--- src/rtl/conv_pkg.sv ---
// Shared constants, state encoding and packed types for the 3x3 convolution window feeder.
package conv_pkg;

    localparam int PIX_W_C = 8;
    localparam int KER_W_C = 4;
    localparam int WIN_N   = 9;

    typedef enum logic [1:0] {
        IDLE = 2'd0,
        RUN  = 2'd1,
        DONE = 2'd2
    } conv_state_e;

    typedef logic [WIN_N*PIX_W_C-1:0] win_t;
    typedef logic [WIN_N*KER_W_C-1:0] ker_t;

    // Increment that sticks at all-ones instead of wrapping.
    function automatic logic [15:0] sat_inc16(input logic [15:0] v);
        return (v == 16'hFFFF) ? v : v + 16'd1;
    endfunction

endpackage

--- src/rtl/conv_line_buffer.sv ---
// One row of pixel history: asynchronous read, synchronous write at the same address,
// so a read in the write cycle returns the old contents.
module conv_line_buffer import conv_pkg::*; #(
    parameter int DEPTH = 128,
    parameter int WIDTH = PIX_W_C,
    parameter int AW    = (DEPTH > 1) ? $clog2(DEPTH) : 1
) (
    input  logic             clk,
    input  logic             we_i,
    input  logic [AW-1:0]    addr_i,
    input  logic [WIDTH-1:0] wdata_i,
    output logic [WIDTH-1:0] rdata_o
);

    logic [WIDTH-1:0] mem_q [DEPTH];

    // Storage write; contents are deliberately left unreset.
    always_ff @(posedge clk) begin
        if (we_i) begin
            mem_q[addr_i] <= wdata_i;
        end
    end

    assign rdata_o = mem_q[addr_i];

endmodule

--- src/rtl/conv_window_buffer.sv ---
// Raster pixel stream to registered 3x3 window plus frame-stable kernel for the MAC stage.
// Optional macro CONV_WIN_CNT_EN adds a saturating 16-bit count of emitted windows (o_win_cnt).
module conv_window_buffer import conv_pkg::*; #(
    parameter int IMG_W = 128,
    parameter int IMG_H = 128,
    parameter int PIX_W = PIX_W_C,
    parameter int KER_W = KER_W_C
) (
    input  logic                   clk,
    input  logic                   rstn,
    input  logic                   i_start,
    input  logic                   i_pix_valid,
    input  logic [PIX_W-1:0]       i_pix,
    output logic                   o_pix_ready,
    input  logic                   i_stall,
    input  logic                   i_ker_load,
    input  logic [WIN_N*KER_W-1:0] i_ker_data,
    output logic [WIN_N*PIX_W-1:0] o_win,
    output logic [WIN_N*KER_W-1:0] o_ker,
    output logic                   o_valid,
    output logic                   o_busy,
`ifdef CONV_WIN_CNT_EN
    output logic [15:0]            o_win_cnt,
`endif
    output logic                   o_frame_done
);

    localparam int CW = (IMG_W > 1) ? $clog2(IMG_W) : 1;
    localparam int RW = (IMG_H > 1) ? $clog2(IMG_H) : 1;
    localparam logic [CW-1:0] COL_LAST = CW'(IMG_W - 1);
    localparam logic [RW-1:0] ROW_LAST = RW'(IMG_H - 1);
    localparam logic [CW-1:0] COL_TWO  = CW'(2);
    localparam logic [RW-1:0] ROW_TWO  = RW'(2);

    localparam logic [1:0] ST_IDLE = IDLE;
    localparam logic [1:0] ST_RUN  = RUN;
    localparam logic [1:0] ST_DONE = DONE;

    logic [1:0]             state_q, state_d;
    logic [CW-1:0]          col_q, col_d;
    logic [RW-1:0]          row_q, row_d;
    logic [WIN_N*PIX_W-1:0] win_q, win_d;
    logic [WIN_N*KER_W-1:0] ker_q, ker_d;
    logic                   valid_q, valid_d;
    logic [PIX_W-1:0]       lb0_rd_s, lb1_rd_s;
    logic                   accept_s, interior_s, last_pix_s;

    assign o_pix_ready = (state_q == ST_RUN) && !i_stall && !i_start;
    assign accept_s    = o_pix_ready && i_pix_valid;
    assign interior_s  = (row_q >= ROW_TWO) && (col_q >= COL_TWO);
    assign last_pix_s  = (row_q == ROW_LAST) && (col_q == COL_LAST);

    // lb0 holds row r-1, lb1 holds row r-2 at each column.
    conv_line_buffer #(.DEPTH(IMG_W), .WIDTH(PIX_W), .AW(CW)) u_lb0 (
        .clk     (clk),
        .we_i    (accept_s),
        .addr_i  (col_q),
        .wdata_i (i_pix),
        .rdata_o (lb0_rd_s)
    );

    conv_line_buffer #(.DEPTH(IMG_W), .WIDTH(PIX_W), .AW(CW)) u_lb1 (
        .clk     (clk),
        .we_i    (accept_s),
        .addr_i  (col_q),
        .wdata_i (lb0_rd_s),
        .rdata_o (lb1_rd_s)
    );

    // Next-state: restart, accept-and-shift, stall hold, or drop valid so each window shows once.
    always_comb begin
        state_d = state_q;
        col_d   = col_q;
        row_d   = row_q;
        win_d   = win_q;
        valid_d = valid_q;
        if (i_start) begin
            state_d = ST_RUN;
            col_d   = {CW{1'b0}};
            row_d   = {RW{1'b0}};
            win_d   = {(WIN_N*PIX_W){1'b0}};
            valid_d = 1'b0;
        end else if (accept_s) begin
            win_d   = {i_pix,    win_q[9*PIX_W-1:7*PIX_W],
                       lb0_rd_s, win_q[6*PIX_W-1:4*PIX_W],
                       lb1_rd_s, win_q[3*PIX_W-1:1*PIX_W]};
            valid_d = interior_s;
            if (col_q == COL_LAST) begin
                col_d = {CW{1'b0}};
                row_d = (row_q == ROW_LAST) ? {RW{1'b0}} : row_q + RW'(1);
            end else begin
                col_d = col_q + CW'(1);
            end
            state_d = last_pix_s ? ST_DONE : ST_RUN;
        end else begin
            valid_d = i_stall ? valid_q : 1'b0;
            case (state_q)
                ST_RUN:  state_d = ST_RUN;
                ST_DONE: state_d = ST_IDLE;
                default: state_d = ST_IDLE;
            endcase
        end
    end

    // Kernel capture is only possible between frames.
    always_comb begin
        if ((state_q == ST_IDLE) && i_ker_load) begin
            ker_d = i_ker_data;
        end else begin
            ker_d = ker_q;
        end
    end

    // Control and datapath registers.
    always_ff @(posedge clk or negedge rstn) begin
        if (!rstn) begin
            state_q <= ST_IDLE;
            col_q   <= {CW{1'b0}};
            row_q   <= {RW{1'b0}};
            win_q   <= {(WIN_N*PIX_W){1'b0}};
            ker_q   <= {(WIN_N*KER_W){1'b0}};
            valid_q <= 1'b0;
        end else begin
            state_q <= state_d;
            col_q   <= col_d;
            row_q   <= row_d;
            win_q   <= win_d;
            ker_q   <= ker_d;
            valid_q <= valid_d;
        end
    end

    assign o_win        = win_q;
    assign o_ker        = ker_q;
    assign o_valid      = valid_q;
    assign o_busy       = (state_q != ST_IDLE);
    assign o_frame_done = (state_q == ST_DONE);

`ifdef CONV_WIN_CNT_EN
    logic [15:0] win_cnt_q;

    // Counts freshly presented interior windows; stall holds do not count.
    always_ff @(posedge clk or negedge rstn) begin
        if (!rstn) begin
            win_cnt_q <= 16'h0000;
        end else if (i_start) begin
            win_cnt_q <= 16'h0000;
        end else if (accept_s && interior_s) begin
            win_cnt_q <= sat_inc16(win_cnt_q);
        end else begin
            win_cnt_q <= win_cnt_q;
        end
    end

    assign o_win_cnt = win_cnt_q;
`endif

endmodule

--- config.mk ---
export PLATFORM = sky130hd
export DESIGN_NAME = conv_window_buffer
export DESIGN_NICKNAME = d
export VERILOG_FILES = /design/src/rtl/conv_pkg.sv /design/src/rtl/conv_line_buffer.sv /design/src/rtl/conv_window_buffer.sv
export SDC_FILE = /design/constraint.sdc
export NUM_CORES = 2
export LEC_CHECK = 0
export CORE_MARGIN = 8
export CORE_UTILIZATION = 45
export DETAILED_ROUTE_END_ITERATION = 8
export MAX_ROUTING_LAYER = met4
export SETUP_SLACK_MARGIN = 0.2
export SKIP_CTS_REPAIR_TIMING = 1
export SYNTH_ARGS = -nofsm -noshare
export SYNTH_HDL_FRONTEND = slang
export SYNTH_SLANG_ARGS = --single-unit
--- constraint.sdc ---
create_clock -name clk -period 6.3 [get_ports clk]
set_input_delay 1.89 -clock clk [delete_from_list [all_inputs] [get_ports clk]]
set_output_delay 1.89 -clock clk [all_outputs]
set_load 0.02 [all_outputs]
# [After elaboration in Yosys (flattened, before gate mapping)]
# Memories as Yosys holds them, arrays and structs flattened.
# Cells that the tools add are included.
# W data, S select, Z words.
[word_totals] reg_bits=125 ramBits=2048 in_bits=50 out_inout_bits=112 word_cells=48 mem_count=2
[mem_list] name="u_lb0.mem_q" depth=128 word_bits=8 read_ports=1 rd_ports_with_merged_regs=0 wr=1 line="conv_line_buffer.sv:15" text="logic [WIDTH-1:0] mem_q [DEPTH];"
[mem_list] name="u_lb1.mem_q" depth=128 word_bits=8 read_ports=1 rd_ports_with_merged_regs=0 wr=1 line="conv_line_buffer.sv:15"
[classes] addsub=2 order_cmp=2 eq_ne=5 mux=18 reduce_logical=13
[op_table] operator="$mux W72" count=2
[op_table] operator="$mux W7" count=7
[op_table] operator="$add A7 B1 Y7 const B" count=2
[op_table] operator="$eq A7 B7 Y1 const B" count=2
[op_table] operator="$ge A7 B2 Y1 const B" count=2
[op_table] operator="$logic_and A1 B1 Y1" count=6
[op_table] operator="$mux W1" count=6
[op_table] operator="$mux W2" count=3
[op_table] operator="$reduce_bool A2 Y1" count=3
[op_table] operator="$ne A3 B2 Y1 const B" count=1
[op_table] operator="$eq A2 B1 Y1 const B" count=1
[op_table] operator="$eq A2 B2 Y1 const B" count=1
[op_table] operator="$logic_not A1 Y1" count=2
[op_table] operator="$logic_not A2 Y1" count=1
[op_table] operator="$reduce_and A2 Y1" count=1

# [Depth between registers and ports, before layout]
[depth] ltp_word=6 ltp_mapped=14 mapped_depth_nobuf=8

# [Hierarchy]
# From an unflattened synthesis, not the netlist that was laid out.
[unflattened] hier_cells=5421 hier_area_um2=85627.1
[by_module_without_submodules] module="conv_line_buffer" n_inst=2 cells_each=2467 area_per_inst_um2=40273.6 seq_area_each_um2=30749.5
[by_module_without_submodules] module="conv_window_buffer" n_inst=1 cells_each=487 area_per_inst_um2=5079.9 seq_area_each_um2=3128.0

# [Least setup slack after synthesis]
# Ideal clock, no wire load.
[synth_path] kind="reg2reg" from="register col_q[0]" to="memory u_lb1.mem_q[0][3] (netlist bit), data pin" setup_ns=0.879 arrival_time_ns=5.291 setup_slack_ns=0.130 stages_incl_launch_ff=11 path_buffers=5 synth_period_minus_slack_ns=6.170 path_cell_list="dfrtp_1 buf_4 nor2_1 buf_2 buf_2 buf_2 buf_2 a21oi_1 o21ai_0 o21ai_0 o211ai_1"
[synth_via] elab_chain_len=1
[synth_rtl] item="start, declared" line="conv_window_buffer.sv:40" text="logic [CW-1:0] col_q, col_d;"
[synth_rtl] item="start signal, assigned" line="conv_window_buffer.sv:118" text="col_q <= {CW{1'b0}};"
[synth_rtl] item="start signal, assigned" line="conv_window_buffer.sv:125" text="col_q <= col_d;"
[synth_rtl] item="$mem_v2 Z128 W8"
[synth_rtl] item="via lb0_rd_s[3]" line="conv_window_buffer.sv:45" text="logic [PIX_W-1:0] lb0_rd_s, lb1_rd_s;"
[synth_rtl] item="end, declared" line="conv_line_buffer.sv:15"
# The timed path passes the listed nets, and every way through them passes these cells.

# [Final worst setup path]
[layout_path] from="register col_q[1]" to="memory u_lb1.mem_q[80][1] (netlist bit), data pin"
# Same word-level chain as after synthesis.

==> results.md <==
- Status: complete, but fails checks
- Violated checks: capacitance limit, slew limit
- Int Power: 0.0231 W
- CTS tree: done
- HP Class: reg2reg
- Family with the most delay on the worst path: simple AND/OR/NAND/NOR gates
- Number of global-route vias before repair: between 50000 and 60000
- Static Leak: between 30 and 40 nW
- Latest clock arrival within the worst-skew pair: around 0.89 ns
- Ports: between 150 and 200
- Fin area: 0.0963 mm^2
- DR iter-0 viols: about 8700
- Core ar.: roughly 0.19 mm^2
- Clk pin slew, worst setup/hold paths: ~0.060 ns
- Setup violations, final: 0
- Crit end category: flip-flop
- Worst Path Arrival: about 5.7 ns
- Tot GR Track Use: ~29%
- Worst-Margin Slew: 1.51 ns
- Synth warn: 0
- Power, Total: around 0.03 W
- Max FO, Critical Path: 48
- Via count: around 54000
- RePlAce Congestion: around 0.96
- Final ANT Viol Nets: 0
- Avg Vias per Cell: approximately 6.7
- Fin. max-slew vios: 7
- Slowest-stage cell, CP: nor4_1
- Post-synthesis instance area: around 0.084 mm^2
- Max incr delay on CP: 0.91 ns
- Final setup TNS: 0 ns
- FF/Latch Area: around 0.065 mm^2
- Final HPWL DP: approximately 180000 um
- Clk buf depth: 3
- Filler cell count: around 15000
- Power Density: 312 mW/mm^2
- Syn Nets: just over 5000
- Post-synth EDFFs: a little over 2000
- Footprint of the multi-input gates: between 0.015 and 0.02 mm^2
- Clk pwr share: 40.8%
- Reg2reg start: col_q[1]$_DFFE_PN0P_
- Number of port buffers: 161
- CTS buffer count: about 210
- Final Skew: between 0.06 and 0.07 ns
- Max cap viols: 1
- Flop pwr share: 53.4%
- Fin. Hold Viols: 0
- DRC errors left: 0
- Peak Freq: 192 MHz
- Final Critical Period: around 5.2 ns
- Rows: roughly 160
- Total wire length: roughly 290000 um
- CTS H-tree depth: 4
- Area grow syn2layout: 15.2%
- Final worst path period share: between 80 and 90%
- CP Buf/Inv Count: 3
- CTS Root Cell: clkbuf_16
- 1st-pass router iterations: 6
- Max VDD drop: between 200 and 300 uV
- Switching Power: a little under 0.007 W
- Critical Path, Cell by Cell: and2_2 -> buf_4 -> a221oi_1 -> nor3_1 -> nor4_1 -> o21ai_0 -> nor3_1 -> buf_4 -> nand2_4 -> buf_12
- Logic pwr share: 5.9%
- Yosys top cell by area: edfxtp_1
- Synth Flop Type: edfxtp_1
- Worst Setup Start Kind: flip-flop
- Post-Syn Instances: between 5000 and 6000
- Largest net degree at the start of global routing: 130
- Layout Nets: around 5500
- Routed len/inst: between 30 and 40 um
- Crit path from: col_q[1]$_DFFE_PN0P_
- First-pass GRT wire length: roughly 410000 um
- DIE WIDTH: 447 um
- Hold_ws: approximately 0.5 ns
- Crit Path Category: reg2reg
- #FFs+latches synth: around 2200
- Ranking of synthesized cells by area: edfxtp_1, a221oi_1, dfrtp_1
- Initial antenna violation count: 18
- Sequential share of the synthesized area: between 70% and 80%
- Initial Util: a little under half
- Die H: 447 um
- Syn Area/Cell: 16.3 um^2
- Start point of the worst hold path: o_win[67]$_DFFE_PN0P_
- Fraction of layout instances using a drive strength above 1: approximately 15%
- Die area: around 0.20 mm^2
- Placement Cell Area: approximately 0.09 mm^2
- Max-Slew Margin vs Limit: -1.22%
- Util after Layout: between 50% and 60%
- Top cell type's share of synthesized area: 73.6%
- Async SR Flop Fraction: between 5 and 6%
- Global route overflow: 0
- CP required: around 7 ns
- RSZ-0062 raised after global routing: no
- Num Clock Sinks: 2173
- Sw frac: between 20% and 30%
- Yosys cell types: 75
[per-stage QoR]
stage | instances | worst slack, ns
floorplan | 5145 | 0.201
global placement | 7722 | 0.843
detailed placement | 7722 | 0.811
CTS | 8113 | 1.09
global route | 8125 | 0.970
finish | 8127 | 1.09
[layout by cell type (no fill, tap or decap), types with 15 or more instances in the layout]
cell type,instances
edfxtp_1,2048
a221oi_1,425
nor2_1,326
buf_4,314
a21oi_1,308
nand2_1,257
clkbuf_16,213
a22oi_1,194
mux2i_1,159
clkdlybuf4s50_1,152
o21ai_0,146
dfrtp_1,120
mux2_2,107
o22ai_1,99
nand3_1,87
clkbuf_1,53
clkinv_1,49
nor3_1,44
o221ai_1,40
clkinv_2,38
buf_12,31
a221o_1,27
a211oi_1,25
a22o_1,19
a31oi_1,18
nor2_2,18
o22a_1,15
[state kept, by name, indices dropped and copies added (netlist names)]
| name | count |
|---|---|
| row_q | 7 |
| o_win | 72 |
| o_ker | 36 |
| u_lb0.mem_q | 1024 |
| o_valid | 1 |
| state_q | 2 |
| col_q | 7 |
| u_lb1.mem_q | 1024 |
[worst reg2reg max path: stages, from the launching register on]
cell and delay, ns:
dfrtp_4 0.76, and2_2 0.69, buf_4 0.41, a221oi_1 0.37, nor3_1 0.13, nor4_1 0.91
o21ai_0 0.22, nor3_1 0.50, buf_4 0.28, nand2_4 0.24, buf_12 0.27
[power by group through the flow]
stage	Sequential, W	Combinational (W)	Clock (W)
2_1_floorplan	0.0164	0.000713	0
3_3_place_gp	0.0164	0.00170	0
3_5_place_dp	0.0164	0.00172	0
4_1_cts	0.0161	0.00172	0.0124
5_1_grt	0.0160	0.00180	0.0129
6_report	0.0161	0.00176	0.0123
[cell usage after synthesis, types with 15 or more instances]
| library cell | n |
|---|---|
| a211oi_1 | 25 |
| a21oi_1 | 308 |
| a221o_1 | 27 |
| a221oi_1 | 425 |
| a22o_1 | 19 |
| a22oi_1 | 194 |
| a31oi_1 | 18 |
| buf_1 | 72 |
| buf_2 | 165 |
| buf_4 | 33 |
| clkbuf_1 | 128 |
| dfrtp_1 | 125 |
| edfxtp_1 | 2048 |
| mux2_2 | 107 |
| mux2i_1 | 159 |
| nand2_1 | 259 |
| nand3_1 | 87 |
| nor2_1 | 347 |
| nor2b_1 | 20 |
| nor3_1 | 47 |
| o21ai_0 | 146 |
| o221ai_1 | 40 |
| o22a_1 | 15 |
| o22ai_1 | 99 |
[cell families (layout without fill, tap and decap cells)]
family | Yosys count | after routing | share of synthesized area [%]
flip-flops | 2173 | 2173 | 77.3
AO/OA/AOI/OAI | 1428 | 1428 | 12.3
multiplexers | 280 | 280 | 3.71
other | 0 | 14 | 0
XOR/XNOR | 7 | 7 | 0.0733
adder cells (fa/ha/maj) | 4 | 4 | 0.0599
AND/OR/NAND/NOR | 842 | 842 | 4.33
buffers and inverters | 411 | 899 | 2.27
[routing by layer]
metal	part of all wire [%]	routed length [um]	track usage [%]	vias up
met5	0	0	-	-
met4	5.9	17200	14.4	0
met3	13	38300	7.73	809
met2	43	127000	41.9	4232
met1	38	110000	38.8	27493
li1	-	-	-	21535
[worst paths after layout]
check | depth (start not counted) | end | slack, ns
max in group asynchronous | 2 | col_q[1]$_DFFE_PN0P_ | 4.10
worst max-delay path | 10 | u_lb1.mem_q[80][1]$_DFFE_PP_ | 1.09
min in group asynchronous | 1 | o_ker[23]$_DFFE_PN0P_ | 1.10
worst max register to register | 10 | u_lb1.mem_q[80][1]$_DFFE_PP_ | 1.09
worst min-delay path | 2 | o_win[59]$_DFFE_PN0P_ | 0.50
worst min register to register | 2 | o_win[59]$_DFFE_PN0P_ | 0.50
[layout make-up]
cell class | count | share of cell area, %
flip-flops and latches | 2173 | 67.1
clock buffers | 272 | 5.83
multi-input cells | 2561 | 18.0
well taps | 2480 | 3.22
diodes | 14 | 0.0364
clock inverters | 119 | 1.10
repair buffers | 498 | 4.68
inverters | 10 | 0.0572
Note: power is estimated with default switching activity, not from simulation.
